--- config.mk ---
export PLATFORM = sky130hd
export DESIGN_NAME = mcs51_int_ctrl
export DESIGN_NICKNAME = d
export VERILOG_FILES = /design/src/rtl/mcs51_int_pkg.sv /design/src/rtl/mcs51_int_arb.sv /design/src/rtl/mcs51_int_ctrl.sv
export SDC_FILE = /design/constraint.sdc
export NUM_CORES = 1
export LEC_CHECK = 0
export ABC_AREA = 1
export BUFFER_PORTS_ARGS = -buffer_cell sky130_fd_sc_hd__clkbuf_2
export CAP_MARGIN = 20
export CELL_PAD_IN_SITES_DETAIL_PLACEMENT = 1
export CELL_PAD_IN_SITES_GLOBAL_PLACEMENT = 1
export CORE_ASPECT_RATIO = 0.7
export CORE_MARGIN = 4
export CORE_UTILIZATION = 27
export DETAILED_ROUTE_END_ITERATION = 12
export GPL_TIMING_DRIVEN = 1
export HOLD_SLACK_MARGIN = 0.03
export PLACE_DENSITY = 0.84
export SLEW_MARGIN = 5
export SYNTH_ARGS = -nofsm -noshare
export SYNTH_HDL_FRONTEND = slang
export SYNTH_SLANG_ARGS = --single-unit
--- constraint.sdc ---
create_clock -name clk -period 1.45 [get_ports clk]
set_input_delay 0.29 -clock clk [delete_from_list [all_inputs] [get_ports clk]]
set_output_delay 0.29 -clock clk [all_outputs]
set_load 0.05 [all_outputs]
--- src/rtl/mcs51_int_pkg.sv ---
// mcs51_int_pkg
// Shared definitions for the MCS-51 interrupt controller: interrupt source
// indices, LCALL vector constants, default SFR addresses, writable-bit masks
// for IE/IP and the request/acknowledge FSM state type.
// Optional feature macro: INT_CTRL_TIMER2_EN (adds the Timer 2 source).
package mcs51_int_pkg;

    localparam int NUM_SRC = 6;

    // Source index doubles as the polling order (lower index polls first).
    typedef enum logic [2:0] {
        SRC_IE0   = 3'd0,
        SRC_TF0   = 3'd1,
        SRC_IE1   = 3'd2,
        SRC_TF1   = 3'd3,
        SRC_UART0 = 3'd4,
        SRC_TF2   = 3'd5
    } src_t;

    localparam logic [15:0] VEC_IE0   = 16'h0003;
    localparam logic [15:0] VEC_TF0   = 16'h000B;
    localparam logic [15:0] VEC_IE1   = 16'h0013;
    localparam logic [15:0] VEC_TF1   = 16'h001B;
    localparam logic [15:0] VEC_UART0 = 16'h0023;
    localparam logic [15:0] VEC_TF2   = 16'h002B;

    localparam logic [7:0] IE_ADDR_DEFAULT = 8'hA8;
    localparam logic [7:0] IP_ADDR_DEFAULT = 8'hB8;

    // Bits that actually exist in IE/IP; everything else stores and reads 0.
`ifdef INT_CTRL_TIMER2_EN
    localparam logic [7:0] IE_MASK = 8'hBF;
    localparam logic [7:0] IP_MASK = 8'h3F;
`else
    localparam logic [7:0] IE_MASK = 8'h9F;
    localparam logic [7:0] IP_MASK = 8'h1F;
`endif

    typedef enum logic [1:0] {
        ST_IDLE = 2'd0,
        ST_REQ  = 2'd1,
        ST_ACK  = 2'd2
    } state_t;

    function automatic logic [15:0] vector_of(src_t src);
        logic [15:0] vec;
        case (src)
            SRC_IE0:   vec = VEC_IE0;
            SRC_TF0:   vec = VEC_TF0;
            SRC_IE1:   vec = VEC_IE1;
            SRC_TF1:   vec = VEC_TF1;
            SRC_UART0: vec = VEC_UART0;
            SRC_TF2:   vec = VEC_TF2;
            default:   vec = VEC_IE0;
        endcase
        return vec;
    endfunction

endpackage

--- src/rtl/mcs51_int_arb.sv ---
// mcs51_int_arb
// Combinational priority selection between eligible interrupt sources.
// Ports:
//   req    [5:0] in  eligible (already masked) requests, indexed by src_t
//   ip     [5:0] in  IP priority bits, 1 = high level
//   winner [2:0] out index of the selected source
//   valid        out at least one request present
module mcs51_int_arb
    import mcs51_int_pkg::*;
(
    input  logic [5:0] req,
    input  logic [5:0] ip,
    output logic [2:0] winner,
    output logic       valid
);

    logic [5:0] high_req;
    logic [5:0] cand;

    // High-level requests shadow all low-level ones; within the chosen
    // group the lowest index wins, so the loop runs downward and the last
    // hit (lowest index) is the one that sticks.
    always_comb begin
        high_req = req & ip;
        cand     = (|high_req) ? high_req : req;
        valid    = |req;
        winner   = 3'd0;
        for (int i = NUM_SRC - 1; i >= 0; i--) begin
            if (cand[i]) begin
                winner = i[2:0];
            end
        end
    end

endmodule

--- src/rtl/mcs51_int_ctrl.sv ---
// mcs51_int_ctrl
// MCS-51 style interrupt controller: IE/IP SFRs on the Naive-Memory bus,
// two-level in-service tracking and a request/acknowledge handshake with the
// CPU core.
// Ports:
//   clk, reset_n                  clock, synchronous active-low reset
//   mem_sel/we_n/rd_n/sfr_n       bus strobes
//   mem_addr[15:0], mem_wdata[7:0] bus address / write data
//   mem_rdata[7:0], mem_ready_out bus read data / transfer complete
//   int_exIO0..int_UART0 (+int_TF2) level requests from peripherals
//   int_resp_n[7:0]               per-source acknowledge, active-low
//   irq_req, irq_vector[15:0]     request and LCALL target to the core
//   irq_ack, irq_reti             core pulses: vector fetched / RETI
// Optional feature macro: INT_CTRL_TIMER2_EN (adds int_TF2 and IE[5]/IP[5]).
module mcs51_int_ctrl
    import mcs51_int_pkg::*;
#(
    parameter logic [7:0] IE_ADDR = IE_ADDR_DEFAULT,
    parameter logic [7:0] IP_ADDR = IP_ADDR_DEFAULT
) (
    input  logic        clk,
    input  logic        reset_n,
    input  logic        mem_sel,
    input  logic        mem_we_n,
    input  logic        mem_rd_n,
    input  logic        mem_sfr_n,
    input  logic [15:0] mem_addr,
    input  logic [7:0]  mem_wdata,
    output logic [7:0]  mem_rdata,
    output logic        mem_ready_out,
    input  logic        int_exIO0,
    input  logic        int_TF0,
    input  logic        int_exIO1,
    input  logic        int_TF1,
    input  logic        int_UART0,
`ifdef INT_CTRL_TIMER2_EN
    input  logic        int_TF2,
`endif
    output logic [7:0]  int_resp_n,
    output logic        irq_req,
    output logic [15:0] irq_vector,
    input  logic        irq_ack,
    input  logic        irq_reti
);

    logic [7:0]  ie_q, ip_q;
    logic        isr_high_q, isr_low_q;
    logic        isr_high_d, isr_low_d;
    state_t      state_q, state_d;
    src_t        winner_q, winner_d;
    logic [15:0] vector_q, vector_d;
    logic        ack_set;
    logic [5:0]  raw_req, level_ok, eligible;
    logic [2:0]  arb_winner;
    logic        arb_valid;
    logic        tf2_req;
    logic        sfr_hit, ie_hit, ip_hit;
    logic        unused_addr;

`ifdef INT_CTRL_TIMER2_EN
    assign tf2_req = int_TF2;
`else
    assign tf2_req = 1'b0;
`endif

    assign unused_addr = ^mem_addr[15:8];

    assign sfr_hit       = mem_sel & ~mem_sfr_n;
    assign ie_hit        = sfr_hit && (mem_addr[7:0] == IE_ADDR);
    assign ip_hit        = sfr_hit && (mem_addr[7:0] == IP_ADDR);
    assign mem_ready_out = mem_sel;

    // Read data is purely combinational; stored registers are already
    // masked so unimplemented bits come back as 0.
    always_comb begin
        mem_rdata = 8'h00;
        if (!mem_rd_n) begin
            if (ie_hit) begin
                mem_rdata = ie_q;
            end else if (ip_hit) begin
                mem_rdata = ip_q;
            end
        end
    end

    // A high-level source only needs the high in-service bit clear; a
    // low-level source needs nothing at all in service.
    assign raw_req  = {tf2_req, int_UART0, int_TF1, int_exIO1, int_TF0, int_exIO0};
    assign level_ok = (ip_q[5:0] & {6{~isr_high_q}})
                    | (~ip_q[5:0] & {6{~(isr_high_q | isr_low_q)}});
    assign eligible = raw_req & ie_q[5:0] & {6{ie_q[7]}} & level_ok;

    mcs51_int_arb u_arb (
        .req    (eligible),
        .ip     (ip_q[5:0]),
        .winner (arb_winner),
        .valid  (arb_valid)
    );

    // Next-state and handshake outputs. The latched winner and vector stay
    // frozen through REQ so a later, higher-priority source cannot disturb a
    // vector the core may already be fetching.
    always_comb begin
        state_d    = state_q;
        winner_d   = winner_q;
        vector_d   = vector_q;
        ack_set    = 1'b0;
        irq_req    = 1'b0;
        irq_vector = 16'h0000;
        int_resp_n = 8'hFF;
        case (state_q)
            ST_IDLE: begin
                if (arb_valid) begin
                    winner_d = src_t'(arb_winner);
                    vector_d = vector_of(src_t'(arb_winner));
                    state_d  = ST_REQ;
                end
            end
            ST_REQ: begin
                irq_req    = 1'b1;
                irq_vector = vector_q;
                if (irq_ack) begin
                    ack_set = 1'b1;
                    state_d = ST_ACK;
                end else if (!eligible[winner_q]) begin
                    state_d = ST_IDLE;
                end
            end
            ST_ACK: begin
                int_resp_n[winner_q] = 1'b0;
                state_d              = ST_IDLE;
            end
            default: state_d = ST_IDLE;
        endcase
    end

    // RETI releases the innermost level before an ack in the same cycle
    // marks the new one, so a simultaneous pair nets out correctly.
    always_comb begin
        isr_high_d = isr_high_q;
        isr_low_d  = isr_low_q;
        if (irq_reti) begin
            if (isr_high_q) begin
                isr_high_d = 1'b0;
            end else begin
                isr_low_d = 1'b0;
            end
        end
        if (ack_set) begin
            if (ip_q[winner_q]) begin
                isr_high_d = 1'b1;
            end else begin
                isr_low_d = 1'b1;
            end
        end
    end

    // State, in-service bits and SFRs; reset drops any pending request or
    // acknowledge without emitting a response pulse.
    always_ff @(posedge clk) begin
        if (!reset_n) begin
            state_q    <= ST_IDLE;
            winner_q   <= SRC_IE0;
            vector_q   <= 16'h0000;
            isr_high_q <= 1'b0;
            isr_low_q  <= 1'b0;
            ie_q       <= 8'h00;
            ip_q       <= 8'h00;
        end else begin
            state_q    <= state_d;
            winner_q   <= winner_d;
            vector_q   <= vector_d;
            isr_high_q <= isr_high_d;
            isr_low_q  <= isr_low_d;
            if (!mem_we_n && ie_hit) begin
                ie_q <= mem_wdata & IE_MASK;
            end
            if (!mem_we_n && ip_hit) begin
                ip_q <= mem_wdata & IP_MASK;
            end
        end
    end

endmodule

==> results of run 1 <==
==> what timing repair did <==
item                                   CTS  global route
resized for setup                       95            71
setup endpoints to repair               29            39
endpoints found under the hold margin    0             0
pin swaps                               34            31
buffers inserted                         8             5
==> registers in the layout, summed over array words and instances (netlist names) <==
name / cells
ie_q: 6
ip_q: 5
vector_q: 4
winner_q: 3
state_q: 2
isr_high_q: 1
isr_low_q: 1
==> routing by layer <==
layer  vias up  wire [um]  global-route usage
li1        867          -                   -
met1       963       3120               0.264
met2        85       3930               0.343
met3        19        449              0.0326
met4         0        196              0.0272
met5         -          0                   0
==> stage by stage <==
stage               utilization  hold WS [ns]  TNS, ns  area, sq um  instances
floorplan                     -         0.425   -0.983         1600        240
global placement          0.420         0.457    -3.87         2090        366
detailed placement        0.420         0.467    -5.65         2090        366
CTS                       0.505         0.277    -3.21         2510        375
global route              0.550         0.298    -6.29         2730        378
finish                    0.550         0.279    -4.61         2730        378
==> cell families after synthesis <==
family	synth area share
simple gates	0.338
buf+inv	0.172
compound gates	0.182
flops	0.306
other cells	0.00260
==> Yosys cell counts <==
cell type and number:
nand3_1 6, a31oi_2 1, nor2_2 2, clkinv_1 1
or2_2 1, nand3b_1 1, o2111ai_1 1, o21ai_0 17
nand2_1 48, o22ai_1 1, nand3_2 1, nor3_1 3
nor2_4 2, inv_1 29, nor3_2 2, nand4_1 3
buf_4 15, dfxtp_1 22, nor4_1 1, o221ai_1 1
o21ai_2 3, clkbuf_1 2, a32o_1 1, nor2_1 37
o21ai_1 1, a21oi_1 16, o211ai_1 1, conb_1 1
nand2_2 3, a211oi_2 1, inv_2 4
==> critical path: stages <==
cell,delay (ns)
buf_8,0.10
inv_6,0.05
nand2_4,0.05
nor4_4,0.28
nand4_1,0.21
inv_2,0.19
nand2_2,0.09
a21oi_4,0.17
buf_12,0.15
==> worst max-delay path by stage <==
stage | startpoint | slack [ns] | depth (start not counted) | endpoint
6_report | mem_addr[2] | -0.42 | 9 | mem_rdata[4]
5_1_grt | mem_addr[2] | -0.50 | 9 | mem_rdata[4]
4_1_cts | mem_addr[2] | -0.36 | 9 | mem_rdata[2]
3_5_place_dp | mem_addr[2] | -0.38 | 9 | mem_rdata[2]
3_3_place_gp | mem_addr[2] | -0.30 | 9 | mem_rdata[2]
2_1_floorplan | state_q[0] | -0.14 | 5 | irq_vector[1]
==> power breakdown <==
part	switching [W]	internal (W)	total, W
Sequential	0.000000178	0.000594	0.000595
Combinational	0.000137	0.0000370	0.000174
Clock	0.000239	0.000370	0.000609
==> area by class of cell <==
class,instances,area (sq um),area share
Multi-Input combinational cell,167,1220,0.448
Clock buffer,3,41.3,0.0151
Inverter,34,148,0.0541
Timing Repair Buffer,82,738,0.270
Sequential cell,22,463,0.170
Tap cell,69,86.3,0.0316
Clock inverter,1,30.0,0.0110
==> impl_metrics.toml, run 1 <==
[run_status]
status = "complete, but fails checks"
violations = "negative setup slack"

[routing]
drt_iter0_drc = 156
vias = 1934
drc_errors = 0
finalWirelength_mm = 7.70
firstDrtPassIters = 6
wl_per_cell_um = 20.4
vias_per_cell = 5.12
drtAntennaViolNets = 0

[critical_path]
path_class = "primary input to output port"
reg2reg_depth = 10
crit_required_ns = 1.16
rr_endpoint = "vector_q[5]"
regToRegSetupSlack_ns = -0.24
path_max_fanout = 5
crit_path_end_kind = "output port"
rr_startpoint = "ie_q[7]"
start_kind = "primary input"
worst_ep_arrival_time_ns = 1.58

[grt]
antenna_found_initial = 0
grt_max_degree = 15
grt_pass1_vias = 1953
grt_pass1_wl_mm = 10.4
grt-ovfl-total = 0
gr-usage-all-layers = 0.199

[clocking]
clk_latency_ns = 0.27
cts_hold_buffers = 0
clockBufferDepth = 2
clk_pin_slew_ns = 0.09
cts_buffers = 3
cts_tree = "yes"
cts_htree_levels = 1
cts-root-buf = "clkbuf_8"
cts.sinks = 22

[timing]
finalHoldViolCount = 0
setup_ws_ns = -0.422
rsz0062_at_grt = "true"
timing.final.crit_share = 1.29
fmax_mhz = 534
setup_viol = 27
min_period_ns = 1.87
finClkSkew_ns = 0.00121
slew_violations = 0

[layout]
synthToLayoutAreaGrowth_pct = 89.4
final_common_cell = "buf_4"
n_antenna_cell = 0
drive_above_1_share = 0.621
fillers = 598
nets = 347
layout_common_cells = "buf_4, clkbuf_2, nand2_2, nand2_1, nor2_1"

[floorplan]
core_sq_um = 4970
num_rows = 21
die_h_um = 69.1
die_area_sq_um = 6590
initial_utilization = 0.290
io_pins = 71
die_w_um = 95.3

[synthesis]
yosys_warnings = 0
ys_ff_latch = 22
synth_cells = 228
yosysSeqAreaShare = 0.306
yosysTopAreaCell = "dfxtp_1"
syn_area_sq_um = 1440
synthDistinctLibCells = 31
synth.avg_cell_area_sq_um = 6.32
netlist_top_cells_area = "dfxtp_1, nand2_1, nor2_1, buf_4, inv_1"
synth_top_cell_area_share = 0.306

[run]
cap_violations = 0

[pwr]
power_density_nw_per_um2 = 504
ir_drop_v = 0.000283
total_power_w = 0.00138
leakage_nw = 1.17

[min_path]
hold_class = "primary input to flip-flop"
min-delay-start = "mem_wdata[2]"
holdPathEnd = "ie_q[2]"
min_path_cells = 3

[place]
dpl_worst_slack_ns = -0.383
gp_congestion = 0.855
dp_hpwl_mm = 4.38
io_buffers = 47
Power figures use the tool's default switching activity.
==> run 2: changes to the inputs <==
--- a/config.mk
+++ b/config.mk
@@ -11,7 +11,6 @@
 export CELL_PAD_IN_SITES_DETAIL_PLACEMENT = 1
 export CELL_PAD_IN_SITES_GLOBAL_PLACEMENT = 1
 export CORE_ASPECT_RATIO = 0.7
-export CORE_MARGIN = 4
 export CORE_UTILIZATION = 27
 export DETAILED_ROUTE_END_ITERATION = 12
 export GPL_TIMING_DRIVEN = 1
==> run 2 against run 1 <==
The flow still finishes with violations (negative setup slack). Cell area decreased by 2.6%. Register-to-register slack got worse by 0.09 ns. Sequential share of layout area increased by 0.49 points. Non-clock buffer count increased by 3. Combinational power decreased by 6%. Utilization decreased by 1.4 points. Sequential power about the same. Wire length decreased by 4.4%. Die area decreased by 14%. Final cell count increased by 0.79%. Via count decreased by 1.4%. Critical endpoint is now mem_rdata[1]. Largest cell class unchanged. Highest routed layer unchanged.
==> impl_metrics.toml, run 2 (synthesis gave the netlist of run 1 again) <==
[critical_path]
worst_ep_arrival_time_ns = 1.55
crit_required_ns = 1.16
path_max_fanout = 5
rr_startpoint = "ie_q[7]"
reg2reg_depth = 12
crit_path_end_kind = "output port"
start_kind = "primary input"
rr_endpoint = "winner_q[2]"
path_class = "primary input to output port"
regToRegSetupSlack_ns = -0.33

[timing]
rsz0062_at_grt = "true"
fmax_mhz = 543
setup_viol = 28
setup_ws_ns = -0.393
timing.final.crit_share = 1.27
min_period_ns = 1.84
finClkSkew_ns = 0.00259
whs_ns = 0.282
finalHoldViolCount = 0
slew_violations = 0

[clocking]
cts_buffers = 3
clk_latency_ns = 0.28
cts_tree = "yes"
cts_htree_levels = 1
cts.sinks = 22
cts-root-buf = "clkbuf_8"
cts_hold_buffers = 0
clk_pin_slew_ns = 0.09
clockBufferDepth = 2

[place]
io_buffers = 47
gp_congestion = 0.832
dp_hpwl_mm = 4.16
dp.cells = 368
dpl_worst_slack_ns = -0.302
dpl_cell_area_sq_um = 2090

[pwr]
ir_drop_v = 0.000302
power_density_nw_per_um2 = 514
leakage_nw = 1.17

[layout]
regMostFlops = "ie_q"
nets = 350
drive_above_1_share = 0.574
reg_top3 = "ie_q x6, ip_q x5, vector_q x4"
fillers = 592
layout_common_cells = "buf_4, nand2_1, clkbuf_2, nor2_1, inv_1"
n_antenna_cell = 0
fin_cells = 381
fin_util = 0.536
final_cell_area_sq_um = 2660
largest_reg_flops = 6
final_common_cell = "buf_4"
synthToLayoutAreaGrowth_pct = 84.5

[routing]
drt_iter0_drc = 80
vias_per_cell = 5.01
vias = 1907
drtAntennaViolNets = 0
wl_per_cell_um = 19.3
firstDrtPassIters = 4
finalWirelength_mm = 7.36
drc_errors = 0

[grt]
antenna_found_initial = 0
grt_pass1_wl_mm = 9.70
grt_max_degree = 15
gr-usage-all-layers = 0.228
grt_pass1_vias = 1924
grt-ovfl-total = 0

[floorplan]
core_sq_um = 4970
num_rows = 21
die_h_um = 63.1
die_w_um = 89.3
io_pins = 71
initial_utilization = 0.290
die_area_sq_um = 5640

[min_path]
holdPathEnd = "ip_q[4]"
min-delay-start = "mem_wdata[4]"
hold_class = "primary input to flip-flop"
min_path_cells = 3

[run_status]
violations = "negative setup slack"
status = "complete, but fails checks"

[run]
cap_violations = 0
[run 2: cell types whose count changed in the layout (fill, tap and decap cells not counted), moves of 3 or more]
cell / previous run / this run
buf_4: 29 / 33
o21ai_0: 9 / 15
buf_8: 9 / 12
buf_6: 12 / 8
a21oi_1: 5 / 9
nand2_1: 22 / 28
o21ai_1: 5 / 1
nand2_2: 24 / 18
a21oi_2: 5 / 2
[run 2: how the worst max path moves through the flow]
stage	from	endpoint	slack [ns]	cells past startpoint
detailed placement	mem_addr[2]	mem_rdata[4]	-0.30	9
global placement	mem_addr[2]	mem_rdata[3]	-0.29	9
finish	mem_addr[2]	mem_rdata[1]	-0.39	9
global route	ie_q[7]	winner_q[2]	-0.48	12
CTS	mem_addr[2]	mem_rdata[4]	-0.31	9
floorplan	state_q[0]	irq_vector[1]	-0.14	5
[run 2: cell type report]
type | count | area, sq um | area share
clock buffers | 3 | 41.3 | 0.0155
clock inverters | 1 | 30.0 | 0.0113
well taps | 69 | 86.3 | 0.0325
flip-flops and latches | 22 | 464 | 0.175
multi-input cells | 167 | 1140 | 0.429
inverters | 34 | 145 | 0.0546
repair buffers | 85 | 753 | 0.283
[run 2: through the flow]
| step | total power [W] | setup TNS [ns] |
|---|---|---|
| floorplan | 0.000740 | -0.983 |
| global placement | 0.000765 | -4.15 |
| detailed placement | 0.000767 | -4.89 |
| CTS | 0.00136 | -2.36 |
| global route | 0.00140 | -6.64 |
| finish | 0.00137 | -4.41 |
[run 2: repair_timing]
| action | 4_1_cts | 5_1_grt |
|---|---|---|
| buffers inserted | 4 | 7 |
| endpoints found under the hold margin | 0 | 0 |
| gates resized for setup | 68 | 69 |
| pin swaps | 18 | 21 |
| cloned | 0 | 0 |
| endpoints found under the setup margin | 27 | 39 |
[run 2: critical path, stage by stage]
cell      delay (ns)
clkbuf_2        0.08
inv_1           0.05
nand2_1         0.07
nor4_4          0.26
nand4_1         0.19
inv_2           0.16
nand2_1         0.11
a21oi_4         0.19
buf_12          0.15
[run 2: routing by layer]
metal / routed length, um / GRT usage / vias to the layer above
met4: 265 / 0.0575 / 0
met2: 3780 / 0.373 / 85
met5: 0 / 0 / -
met1: 2990 / 0.313 / 937
met3: 332 / 0.0301 / 18
li1: - / - / 867
[run 2: power by group]
group	switching (W)	internal, W
registers	0.000000232	0.000594
clock network	0.000238	0.000370
logic	0.000131	0.0000337
total	0.000369	0.000998
